### src/rtl/mul_shift_add.sv
// mul_shift_add: sequential unsigned shift-and-add multiplier.
// Each cycle it makes one conditional add, using a W-bit adder built from
// chained 4-bit carry look-ahead blocks, and then shifts right by one bit.
// A W x W multiply completes in W cycles after the operands are captured.
//
// Ports:
//   clk           rising-edge clock
//   reset_n       synchronous active-low reset
//   op_start      start request, acted on only in IDLE
//   op_clear      synchronous abort/clear, acted on in every state
//   multiplicand  operand A (W bits), captured at start
//   multiplier    operand B (W bits), captured at start
//   op_done       high while the product is valid (DONE)
//   result        product register {acc_hi, acc_lo} (2W bits)
module mul_shift_add #(
  parameter int unsigned W = 32
) (
  input  logic           clk,
  input  logic           reset_n,
  input  logic           op_start,
  input  logic           op_clear,
  input  logic [W-1:0]   multiplicand,
  input  logic [W-1:0]   multiplier,
  output logic           op_done,
  output logic [2*W-1:0] result
);

  localparam int unsigned NB = W / 4;
  localparam int unsigned CW = (W > 1) ? $clog2(W) : 1;

  typedef enum logic [1:0] {
    S_IDLE = 2'd0,
    S_EXEC = 2'd1,
    S_DONE = 2'd2
  } state_t;

  state_t          state_q;
  logic [W-1:0]    mcand_q;
  logic [W-1:0]    acc_hi_q;
  logic [W-1:0]    acc_lo_q;
  logic [CW-1:0]   cnt_q;

  // Adder acc_hi + mcand with carry-in 0, made of chained 4-bit CLA blocks.
  logic [NB:0]     carry;
  logic [W-1:0]    sum;
  logic            cout;

  assign carry[0] = 1'b0;

  for (genvar b = 0; b < NB; b++) begin : g_cla
    logic [3:0] ga;
    logic [3:0] pa;
    logic [3:0] cb;

    assign ga = acc_hi_q[4*b +: 4] & mcand_q[4*b +: 4];
    assign pa = acc_hi_q[4*b +: 4] ^ mcand_q[4*b +: 4];

    // Carries for the block, each formed directly from generate/propagate terms.
    assign cb[0] = carry[b];
    assign cb[1] = ga[0] | (pa[0] & cb[0]);
    assign cb[2] = ga[1] | (pa[1] & ga[0]) | (pa[1] & pa[0] & cb[0]);
    assign cb[3] = ga[2] | (pa[2] & ga[1]) | (pa[2] & pa[1] & ga[0])
                 | (pa[2] & pa[1] & pa[0] & cb[0]);
    assign carry[b+1] = ga[3] | (pa[3] & ga[2]) | (pa[3] & pa[2] & ga[1])
                      | (pa[3] & pa[2] & pa[1] & ga[0])
                      | (pa[3] & pa[2] & pa[1] & pa[0] & cb[0]);

    assign sum[4*b +: 4] = pa ^ cb;
  end

  assign cout = carry[NB];

  // Control and datapath registers; reset and clear take priority over all states.
  always_ff @(posedge clk) begin
    if (!reset_n || op_clear) begin
      state_q  <= S_IDLE;
      mcand_q  <= '0;
      acc_hi_q <= '0;
      acc_lo_q <= '0;
      cnt_q    <= '0;
    end else begin
      case (state_q)
        S_IDLE: begin
          if (op_start) begin
            mcand_q  <= multiplicand;
            acc_hi_q <= '0;
            acc_lo_q <= multiplier;
            cnt_q    <= '0;
            state_q  <= S_EXEC;
          end
        end
        S_EXEC: begin
          // The adder carry-out becomes the new top bit of the accumulator.
          if (acc_lo_q[0]) begin
            acc_hi_q <= {cout, sum[W-1:1]};
            acc_lo_q <= {sum[0], acc_lo_q[W-1:1]};
          end else begin
            acc_hi_q <= {1'b0, acc_hi_q[W-1:1]};
            acc_lo_q <= {acc_hi_q[0], acc_lo_q[W-1:1]};
          end
          cnt_q <= cnt_q + CW'(1);
          if (cnt_q == CW'(W - 1)) begin
            state_q <= S_DONE;
          end
        end
        S_DONE: begin
          state_q <= S_DONE;
        end
        default: begin
          state_q <= S_IDLE;
        end
      endcase
    end
  end

  assign op_done = (state_q == S_DONE);
  assign result  = {acc_hi_q, acc_lo_q};

endmodule

### config.mk
export PLATFORM = sky130hd
export DESIGN_NAME = mul_shift_add
export DESIGN_NICKNAME = d
export VERILOG_FILES = /design/src/rtl/mul_shift_add.sv
export SDC_FILE = /design/constraint.sdc
export NUM_CORES = 1
export LEC_CHECK = 0
export CAP_MARGIN = 20
export CORE_MARGIN = 4
export CORE_UTILIZATION = 40
export DETAILED_ROUTE_END_ITERATION = 16
export PLACE_DENSITY = 0.66
export SLEW_MARGIN = 20
export SYNTH_ARGS = -nofsm -noshare
export SYNTH_HDL_FRONTEND = slang
export SYNTH_SLANG_ARGS = --single-unit
### constraint.sdc
create_clock -name clk -period 3.4 [get_ports clk]
set_input_delay 0.51 -clock clk [delete_from_list [all_inputs] [get_ports clk]]
set_output_delay 0.51 -clock clk [all_outputs]
set_load 0.01 [all_outputs]
==> impl_metrics.ini <==
[global_routing]
grt-ovfl-total = 0
grtUsageTotal = 0.194
grt_max_degree = 76
grt_pass1_wl_um = 25500
antenna_found_initial = 0
grt_pass1_vias = 5184

[critical_path]
required_ps = 3660
crit_path_max_fanout = 4
path_cells = ha_1, a21oi_1, nor2b_1, o31ai_1, o32a_1, o21a_1, nand2_1, a21oi_1, fa_1, nand2_1, o211ai_1, a21oi_1
crit_top_cell = a21oi_1
crit_slowest_cell = fa_1
cp-start-kind = flip-flop
reg2regPathDepth = 12
critical_path_class = reg2reg
crit_path_max_incr_delay_ps = 450
endpoint_kind = flip-flop
critPathArrivalTime_ps = 3240

[synth]
synth_ff_type = dfxtp_1
synth_cell_types = 47
yosys_register_bits = 103
synth-seq-area-share = 0.368
synthArstFlopShare = 0
syn-instance-count = 669
synth_nets = 782
synth_edf_count = 0
avgSynthCellArea_um2 = 8.38
netlist_area_um2 = 5610
yosysWarningCount = 0

[clocking]
cts_made_buffers = 9
ctsRootBufferMaster = clkbuf_16
clk_latency_ps = 350
clock_path_buffers = 2
cts_sinks = 103
htreeDepth = 3
path_clk_slew_ps = 70
cts_setup_buffers = 0
cts_tree = yes
ctsHoldBuffers = 0
cts-resized-gates = 0

[floorplanning]
start_util = 0.415
core_area_um2 = 13500
die_y_um = 126
row_count = 42
die_w_um = 126
ioPinCount = 133
die_area_um2 = 16000

[pwr]
p_total_uw = 2570
power_density_nw_per_um2 = 349
leakage_uw = 0.00269
ir_drop_mv = 0.217

[job]
max-cap-violations = 0

[sta]
grt_setup_unrepaired = false
hold_ws_ps = 463
fmax_mhz = 335
hold_viol = 0
tns_ps = 0
slew_headroom = 0.426
fin_crit_ps = 2980
slew_viol_final = 0
skew_ps = 7.90
finalCritPeriodShare = 0.878
tightestPinTransition_ps = 861
setup_violations = 0

[detailed_routing]
dr.pass1.iters = 6
viasPerCell = 5.32
drt_iter0_drc = 326
wl_per_cell_um = 16.1
vias = 5124
drc_errors = 0
route.antenna.remaining_nets = 0
routed_wl_um = 15500

[layout]
final_common_cell = clkdlybuf4s50_1
final_cell_mix = clkdlybuf4s50_1 (132), nand2_1 (106), dfxtp_1 (103)
fill_cells = 1223
design_area_um2 = 7360
antennaDiodeCount = 0
drive_gt1_frac = 0.0457
register_area_um2 = 2060
multi_input_area_um2 = 3310
syn_to_final_growth_pct = 31.2
fin_nets = 895

[placed_design]
place_area_um2 = 7100
hpwl_um = 11200
gp_congestion = 0.843
io_buffers = 132

[status]
outcome = completed

[min_path]
min_path_cells = 2
hold_path.class = reg2reg
## routing by layer
layer	vias to the layer above	wire, um	track usage
li1	2561	-	-
met3	11	1410	0.0673
met1	2367	6780	0.246
met4	0	129	0.0435
met5	-	0	0
met2	185	7200	0.318
## state kept, by name, summed over array words and instances (netlist names)
signal	count
acc_hi_q	32
acc_lo_q	32
cnt_q	5
mcand_q	32
state_q	2
## Yosys cell counts (2+ instances only)
master / count / area [um^2]
a21oi_1: 84 / 420
mux2i_1: 46 / 460
clkbuf_1: 31 / 116
nand2b_1: 6 / 37.5
nor2_1: 70 / 263
dfxtp_1: 103 / 2060
nand3_1: 5 / 25.0
a211oi_1: 32 / 240
o31ai_1: 2 / 15.0
o211ai_1: 9 / 67.6
o21ai_0: 6 / 30.0
a221oi_2: 2 / 30.0
buf_2: 2 / 10.0
a21o_1: 5 / 37.5
buf_1: 7 / 26.3
a221oi_1: 2 / 17.5
a222oi_1: 2 / 20.0
fa_1: 8 / 160
and2_1: 3 / 18.8
nor3_1: 5 / 25.0
o22ai_1: 6 / 37.5
xnor2_1: 13 / 114
o21a_1: 2 / 15.0
or3_1: 2 / 12.5
xor2_1: 9 / 78.8
o21ai_1: 3 / 15.0
nand2_1: 106 / 398
nor2b_1: 5 / 31.3
o21bai_1: 2 / 15.0
ha_1: 37 / 463
a22oi_1: 10 / 75.1
and3_1: 3 / 18.8
inv_1: 27 / 101
## area by class of cell
class,count,share of cell area
multi-input cells,498,0.450
flip-flops and latches,103,0.280
repair buffers,143,0.191
clock buffers,13,0.0327
well taps,176,0.0299
inverters,27,0.0138
clock inverters,3,0.00272
## final timing paths
path | from | endpoint | slack [ps]
max | acc_hi_q[13] | acc_hi_q[27] | 420
min | mcand_q[25] | mcand_q[25] | 460
max reg2reg | acc_hi_q[13] | acc_hi_q[27] | 420
min reg2reg | mcand_q[25] | mcand_q[25] | 460
## report_power, final
part	leakage [uW]	switching, uW	internal [uW]	total, uW
combinational	0.00174	188	175	363
clock	0.000120	444	497	941
sequential	0.000836	26.8	1240	1270
total	0.00269	658	1910	2570
## stage by stage
stage / cells / utilization / setup slack, ps
after floorplan: 669 / - / 766
after global placement: 947 / 0.525 / 603
after detailed placement: 947 / 0.525 / 504
after CTS: 963 / 0.545 / 451
after global routing: 963 / 0.545 / 255
final: 963 / 0.545 / 415
## logic make-up (layout without fill, tap and decap cells)
group / after synthesis / count (layout) / share of synthesized area
AO/OA/AOI/OAI: 177 / 177 / 0.205
XOR/XNOR: 22 / 22 / 0.0344
adder cells (fa/ha/maj): 45 / 45 / 0.111
buffers and inverters: 68 / 186 / 0.0466
flip-flops: 103 / 103 / 0.368
multiplexers: 46 / 46 / 0.0821
AND/OR/NAND/NOR: 208 / 208 / 0.153
## worst max-delay path: cells and delay by family (launching register included)
kind                     cells  cell delay [ps]
AO/OA/AOI/OAI                7             1470
adder cells (fa/ha/maj)      2              820
flip-flops                   1              350
AND/OR/NAND/NOR              3              250
Power figures use the tool's default switching activity.
